**config.mk**
```make
export PLATFORM = sky130hd
export DESIGN_NAME = elastic_pipe
export DESIGN_NICKNAME = d
export VERILOG_FILES = /design/src/rtl/elastic_pipe.sv
export SDC_FILE = /design/constraint.sdc
export NUM_CORES = 1
export LEC_CHECK = 0
export ABC_AREA = 1
export CAP_MARGIN = 30
export CORE_ASPECT_RATIO = 1.25
export CORE_MARGIN = 2
export CORE_UTILIZATION = 45
export CTS_CLUSTER_DIAMETER = 60
export CTS_CLUSTER_SIZE = 10
export DETAILED_ROUTE_END_ITERATION = 16
export GPL_TIMING_DRIVEN = 0
export MAX_ROUTING_LAYER = met4
export PLACE_DENSITY = 0.85
export SYNTH_ARGS = -nofsm -noshare
export SYNTH_HDL_FRONTEND = slang
export SYNTH_SLANG_ARGS = --single-unit
```
**constraint.sdc**
```tcl
create_clock -name aclk -period 1.5 [get_ports aclk]
set_input_delay 0.15 -clock aclk [delete_from_list [all_inputs] [get_ports aclk]]
set_output_delay 0.15 -clock aclk [all_outputs]
set_load 0.005 [all_outputs]
```
**src/rtl/elastic_pipe.sv**
```systemverilog
// Elastic register chain of STAGES valid/ready slots; STAGES cycles input to output, 1 payload/cycle.
// Backpressure ripples combinationally through full slots; stall freezes everything, flush kills masked slots.
module elastic_pipe #(
  parameter int WIDTH  = 32,
  parameter int STAGES = 3,
  parameter int PERF_W = 16,
  localparam int OCC_W = $clog2(STAGES + 1)
) (
  input  logic              aclk,
  input  logic              aresetn,
  input  logic              in_valid,
  output logic              in_ready,
  input  logic [WIDTH-1:0]  in_data,
  output logic              out_valid,
  input  logic              out_ready,
  output logic [WIDTH-1:0]  out_data,
  input  logic              stall,
  input  logic              flush,
  input  logic [STAGES-1:0] flush_mask,
  output logic [OCC_W-1:0]  occupancy,
  output logic [PERF_W-1:0] stall_cnt,
  output logic [PERF_W-1:0] bubble_cnt
);

  generate
    if (STAGES < 1 || STAGES > 8) begin : g_bad_stages
      $error("elastic_pipe: STAGES must be in 1..8");
    end
  endgenerate

  logic [STAGES-1:0] v;
  logic [STAGES-1:0] v_nxt;
  logic [STAGES-1:0] xin;
  logic [STAGES:0]   rdy;
  logic [WIDTH-1:0]  d [STAGES];

  // A slot is ready if it, or any slot downstream of it, is empty.
  always_comb begin
    rdy = '0;
    rdy[STAGES] = out_ready;
    for (int k = STAGES - 1; k >= 0; k--) begin
      rdy[k] = !v[k] || rdy[k+1];
    end
  end

  assign in_ready  = rdy[0] && !stall;
  assign out_valid = v[STAGES-1] && !stall;
  assign out_data  = d[STAGES-1];

  always_comb begin
    xin    = '0;
    v_nxt  = v;
    xin[0] = in_valid && in_ready;
    for (int k = 1; k < STAGES; k++) begin
      xin[k] = v[k-1] && rdy[k] && !stall;
    end
    for (int k = 0; k < STAGES; k++) begin
      if (flush && flush_mask[k]) begin
        v_nxt[k] = 1'b0;
      end else if (xin[k]) begin
        v_nxt[k] = 1'b1;
      end else if (rdy[k+1] && !stall) begin
        v_nxt[k] = 1'b0;
      end
    end
  end

  always_ff @(posedge aclk or negedge aresetn) begin
    if (!aresetn) begin
      v <= '0;
      for (int k = 0; k < STAGES; k++) begin
        d[k] <= '0;
      end
    end else begin
      v <= v_nxt;
      if (xin[0]) begin
        d[0] <= in_data;
      end
      for (int k = 1; k < STAGES; k++) begin
        if (xin[k]) begin
          d[k] <= d[k-1];
        end
      end
    end
  end

  always_comb begin
    occupancy = '0;
    for (int k = 0; k < STAGES; k++) begin
      occupancy = occupancy + OCC_W'(v[k]);
    end
  end

  // Saturating counters: hold at all-ones rather than wrap.
  always_ff @(posedge aclk or negedge aresetn) begin
    if (!aresetn) begin
      stall_cnt  <= '0;
      bubble_cnt <= '0;
    end else begin
      if (stall && !(&stall_cnt)) begin
        stall_cnt <= stall_cnt + PERF_W'(1);
      end
      if (out_ready && !v[STAGES-1] && !stall && !(&bubble_cnt)) begin
        bubble_cnt <= bubble_cnt + PERF_W'(1);
      end
    end
  end

endmodule
```
==> metrics.md, run 1 <==
| Metric | Value |
|---|---|
| Setup CP Type | reg -> out |
| Largest net degree at the start of global routing | 71 |
| Filler cell count | about 970 |
| Grt met2 use | around two fifths |
| Grt met3 use | approximately 6.6% |
| Busiest grt layer | met2 |
| Hold Vio Cnt, Final | 0 |
| Count of cell types in the netlist | 26 |
| Congestion Overflow GR | 0 |
| Failing checks | negative setup slack |
| GPL Wtd Cong | just under 0.9 |
| Maxcap violations | 0 |
| DRT iter0 DRCs | ~320 |
| Pre-antenna DRT Iters | 5 |
| Hpwl dp | around 10000 um |
| Syn nets | ~760 |
| Main flop type after synthesis | dfrtp_1 |
| Worst slew pin tran | just over 0.6 ns |
| CTS clk-pin slew, worst paths | 0.06 ns |
| First-pass GRT wire length | between 20,000 and 30,000 um |
| Mapped Area | approximately 6000 um^2 |
| Worst EP required | approximately 1.4 ns |
| Nets | ~960 |
| Starting Density | 45.7% |
| Met1 usage | a little over a quarter |
| PwrDens | 1410 nW/um^2 |
| Routed via count | 5,723 |
| H-tree Lvls | 4 |
| Total routed wirelength | about 17,000 um |
| HP Class | in -> reg |
| Die area | roughly 14,000 um^2 |
| Die Width | 107 um |
| Buffers on Ports | 106 |
| Sink Count | 131 |
| Post-synth EDFFs | 0 |
| Post-Syn Instances | about 720 |
| Io pins | 109 |
| Final max-slew violation count | 0 |
| Crit end category | output pin |
| Final period utilization | 117% |
| Layout cells sized above 1 | 27.8% |
| Endpoints failing setup | 23 |
| Outcome | finished, violations left |
| Initial antenna violation count | 0 |
| Area of the core | 13,100 um^2 |
| Minimum clock period | about 1.8 ns |
| Number of global-route vias before repair | 5,396 |
| Vias per cell | roughly 5.2 |
| Clk Latency, worst-skew pair | 0.42 ns |
| Tot GR Track Use | a little under a quarter |
| WL/cell | 15.7 um |
| Fin util | 67.3% |
| Sequential-to-total area share from yosys stat | a little over half |
| Non-Filler Instances | between 1,000 and 1,500 |
| Synthesis warning total | 0 |
| Most frequent cells in the layout | 221 x nand2_1, 112 x dfrtp_1, 88 x buf_4 |
| Worst ir drop on vdd | 0.745 mV |
| P&R area growth vs syn | 47.3% |
| Max-slew headroom | 59.5% |
| Post-synth ARST share | 100% |
| Post-DRT Antenna Nets | 0 |
| Achievable Freq | approximately 570 MHz |
| Crit-path max FO | 3 |
| Syn Area/Cell | 8.38 um^2 |
| DRC viols | 0 |
| Post-route setup slack | -0.258 ns |
| RSZ-0062 raised after global routing | yes |
| CTS Buf Count | 17 |
| Total power | roughly 12,000 uW |
| WP data arrival | ~1.6 ns |
| Clock Skews | roughly 0.0082 ns |
| CTS Buffer Depth | 2 |
| Commonest non-fill, non-tap cell in the layout | nand2_1 |
| CTS tree | yes |
| Register bit total from synthesis | 131 |
| Static leakage | ~0.0044 uW |
| Root buffer cell | clkbuf_16 |
| Rows | 47 |
| Setup crit start kind | register |
| Cell count after placement | around 1,000 |
| Number of diodes | 0 |
| DIE HEIGHT | around 130 um |
-- synth_stat cells (2+ instances only) --
cell / n / area share, %
inv_2: 4 / 0.25
clkbuf_1: 10 / 0.63
o21ai_0: 74 / 6.2
nand2_1: 259 / 16
buf_4: 33 / 4.1
ha_1: 2 / 0.42
nand3_1: 50 / 4.2
a22oi_1: 3 / 0.38
inv_1: 55 / 3.4
nor2_2: 3 / 0.31
xnor2_1: 13 / 1.9
nand4_1: 11 / 1.1
nand2_2: 3 / 0.31
nor2_1: 34 / 2.1
nand2_4: 2 / 0.38
buf_6: 2 / 0.38
buf_2: 15 / 1.3
dfrtp_1: 131 / 55
o21ai_1: 4 / 0.33
-- state kept, by name, summed over array words and instances (netlist names) --
register,count
d,64
out_data,32
bubble_cnt,16
stall_cnt,16
v,3
-- layout make-up --
type	instances	area, um^2	share of cell area (%)
Tap cell	171	214	2.42
Sequential cell	131	3300	37.4
Clock inverter	14	154	1.74
Timing Repair Buffer	181	1690	19.1
Inverter	60	233	2.64
Multi-Input combinational cell	465	2350	26.6
Buffer	59	465	5.27
Clock buffer	18	429	4.86
-- cells by family (layout without fill, tap and decap cells) --
group / Yosys count / after routing / share of synthesized area (%)
XOR/XNOR: 14 / 14 / 2.05
AND/OR/NAND/NOR: 364 / 365 / 25.0
buffers and inverters: 120 / 332 / 10.2
AO/OA/AOI/OAI: 83 / 83 / 7.31
flip-flops: 131 / 131 / 54.7
adder cells (fa/ha/maj): 3 / 3 / 0.752
-- final timing paths --
path                               startpoint            end  slack (ns)  cells after the start
worst max-delay path                     v[1]   occupancy[0]       -0.26                      3
worst min-delay path                 in_valid          d[95]        0.17                      3
worst max register to register  bubble_cnt[0]  bubble_cnt[4]       -0.04                     10
worst min register to register          d[92]          d[92]        0.47                      2
max in group asynchronous             aresetn  bubble_cnt[1]        0.47                      3
min in group asynchronous             aresetn    out_data[7]        0.28                      2
-- worst max-delay path: stages (launching register included) --
cell and delay [ns]:
dfrtp_1 0.43, buf_6 0.14, fa_1 0.50, buf_2 0.12
-- report_power, final --
group | total, uW | switching, uW | internal, uW
Combinational | 3550 | 1560 | 1990
Sequential | 4850 | 473 | 4380
Clock | 4070 | 1610 | 2460
Total | 12500 | 3640 | 8830
-- routing by layer --
metal  part of all wire [%]  wire length [um]  vias to the layer above
met1                     37              6330                     2786
met4                    3.5               611                        0
met3                    6.5              1120                       57
li1                       -                 -                     2633
met5                      0                 0                        -
met2                     53              9210                      247
-- repair_timing --
item                       CTS  global route
buffers inserted            51            17
gates cloned                 2             4
gates resized for setup     91           142
pin swaps                    5            19
hold buffers                 1             0
setup endpoints to repair  166           126
hold endpoints to repair    61             0
-- stage by stage --
stage	worst slack (ns)	setup TNS [ns]	area (um^2)	hold slack, ns
finish	-0.258	-0.687	8830	0.165
global placement	-4.83	-653.80	7270	0.453
detailed placement	-0.562	-25.99	7300	0.174
global route	-0.293	-4.57	8830	0.170
floorplan	0.00601	0	6000	-0.146
CTS	-0.192	-0.372	8360	0.0742
Power figures use the tool's default switching activity.
==> run 2, diff against run 1 <==
CORE_UTILIZATION = 33   (was 45)
PLACE_DENSITY = 0.69   (was 0.85)
==> run 2 against run 1 <==
Effect of this change: the flow still finishes with violations (negative setup slack); via count fell by 8.2%; clock power rose by 4%; combinational power fell by 3%; first-iteration DRC count fell by 22%; clock-buffer cell count rose by 2; sequential share of layout area fell by 0.19 points; critical endpoint unchanged; critical path type unchanged; highest routed layer unchanged; global-route usage fell by 6.8 points.
==> metrics.md, run 2 (synthesis results as in run 1) <==
| Metric | Value |
|---|---|
| DRT iter0 DRCs | 245 (-22%) |
| Worst slew pin tran | 0.598 ns (-0.00975 ns) |
| Buffers on Ports | 106 (unchanged) |
| Worst EP required | 1.35 ns (about the same) |
| Tot GR Track Use | 17.0% (-6.8 points) |
| CTS clk-pin slew, worst paths | 0.06 ns (about the same) |
| DRC viols | 0 (unchanged) |
| Endpoints failing setup | 4 (-83%) |
| GPL Wtd Cong | 0.816 (-8.9%) |
| PwrDens | 1400 nW/um^2 (-0.56%) |
| Worst slack, placed | -0.550 ns (+0.0121 ns) |
| Vias per cell | 4.54 (-13%) |
| Area of the core | 18,000 um^2 (+37%) |
| HP Class | in -> reg |
| Minimum clock period | 1.65 ns (-0.106 ns) |
| Slowest cell on crit path | fa_1 |
| Failing checks | negative setup slack |
| Post-DRT Antenna Nets | 0 (unchanged) |
| CP max stage delay | 0.46 ns (-0.04 ns) |
| Crit end category | output pin |
| Clk Latency, worst-skew pair | 0.42 ns (about the same) |
| Nets | 958 (-0.10%) |
| Hpwl dp | 10,100 um (+0.81%) |
| Worst ir drop on vdd | 0.817 mV (+9.7%) |
| Hold Vio Cnt, Final | 0 (unchanged) |
| Commonest non-fill, non-tap cell in the layout | nand2_1 |
| Layout cells sized above 1 | 24.9% (-2.9 points) |
| Clock Skews | 0.00680 ns (-0.00142 ns) |
| Final period utilization | 110% (-7.1 points) |
| Setup CP Type | reg -> out |
| Congestion Overflow GR | 0 (unchanged) |
| Die Width | 125 um (+16%) |
| Setup crit start kind | register |
| Largest net degree at the start of global routing | 85 (+20%) |
| Io pins | 109 (unchanged) |
| Initial antenna violation count | 1 (+1) |
| Sink Count | 131 (unchanged) |
| DIE HEIGHT | 155 um (+16%) |
| Crit-path leading delay family | adder cells |
| H-tree Lvls | 4 (unchanged) |
| Number of global-route vias before repair | 5,237 (-2.9%) |
| Most flops, register | d |
| Root buffer cell | clkbuf_16 |
| Crit-path max FO | 2 (-1) |
| CTS tree | yes |
| Critical Path, Cell by Cell | buf_6 -> fa_1 -> buf_2 |
| CTS Buf Count | 17 (unchanged) |
| Most frequent cells in the layout | 241 x nand2_1, 113 x dfrtp_1, 89 x buf_4 |
| Routed via count | 5,252 (-8.2%) |
| CTS Buffer Depth | 2 (unchanged) |
| Die area | 19,300 um^2 (+35%) |
| Max-slew headroom | 60.2% (+0.65 points) |
| Fin util | 49.4% (-18 points) |
| First-pass GRT wire length | 25,400 um (-0.67%) |
| Starting Density | 33.4% (-12 points) |
| Pre-antenna DRT Iters | 4 (-1) |
| WL/cell | 13.7 um (-13%) |
| Post-route setup slack | -0.153 ns (+0.106 ns) |
| WP data arrival | 1.50 ns (-0.11 ns) |
| Maxcap violations | 0 (unchanged) |
| Achievable Freq | 605 MHz (+6.4%) |
| Buf/Inv on CP | 2 (unchanged) |
| Outcome | finished, violations left |
| Max FFs per register | 64 (unchanged) |
| P&R area growth vs syn | 48.1% |
| Total routed wirelength | 15,800 um (-8.6%) |
| Rows | 55 (+17%) |
| Static leakage | 0.00444 uW (+1.1%) |
| Final max-slew violation count | 0 (unchanged) |
| RSZ-0062 raised after global routing | yes |
run 2: layout make-up:
cell class,count,area (um^2)
Antenna cell,1,2.50
Buffer,60,485
Clock buffer,20,447
Clock inverter,12,154
Fill cell,1670,9090
Inverter,60,233
Multi-Input combinational cell,465,2270
Sequential cell,131,3300
Tap cell,228,285
Timing Repair Buffer,179,1700
run 2: worst register-to-register path, delay by kind of cell, from the launching register on:
kind                   cells  cell delay (ns)
buffers and inverters      4             0.55
flip-flops                 1             0.41
AND/OR/NAND/NOR            2             0.24
AO/OA/AOI/OAI              2             0.19
run 2: power by group:
part	internal, uW	leakage [uW]	switching [uW]
Clock	2660	0.000287	1570
Sequential	4370	0.00165	411
Combinational	1970	0.00250	1480
Total	9000	0.00444	3460
run 2: path summary, 6_finish.rpt:
| check | depth (start not counted) | end | slack [ns] | start |
|---|---|---|---|---|
| worst max-delay path | 3 | occupancy[0] | -0.15 | v[2] |
| worst min-delay path | 3 | stall_cnt[8] | 0.13 | stall |
| worst max register to register | 8 | bubble_cnt[2] | 0 | v[2] |
| worst min register to register | 2 | d[93] | 0.47 | d[93] |
| max in group asynchronous | 3 | bubble_cnt[4] | 0.50 | aresetn |
| min in group asynchronous | 2 | out_data[9] | 0.23 | aresetn |
run 2: per-layer routing:
metal	share of wire [%]	up-vias	routed length (um)	GRT usage, %
met1	41	2492	6550	19.7
met2	52	104	8150	28.7
met5	0	-	0	-
met4	2.4	0	384	6.80
li1	-	2629	-	-
met3	4.5	27	704	4.05
run 2: timing repair:
action                     4_1_cts  5_1_grt
setup endpoints to repair      166      133
cloned                           1        7
resized for setup              115       65
setup buffers                   52       12
hold endpoints to repair        47        0
pin swaps                        5       11
hold buffers                     1        0
run 2: through the flow:
stage	area (um^2)	setup TNS (ns)	total power [uW]	instances	hold slack [ns]
final	8870	-0.296	12500	1156	0.129
after global routing	8870	-1.39	13200	1156	0.147
after CTS	8480	-0.352	12300	1136	0.0976
after detailed placement	7370	-25.67	7900	1050	0.117
after global placement	7340	-681.42	7820	1049	0.454
after floorplan	6000	0	6330	715	-0.146
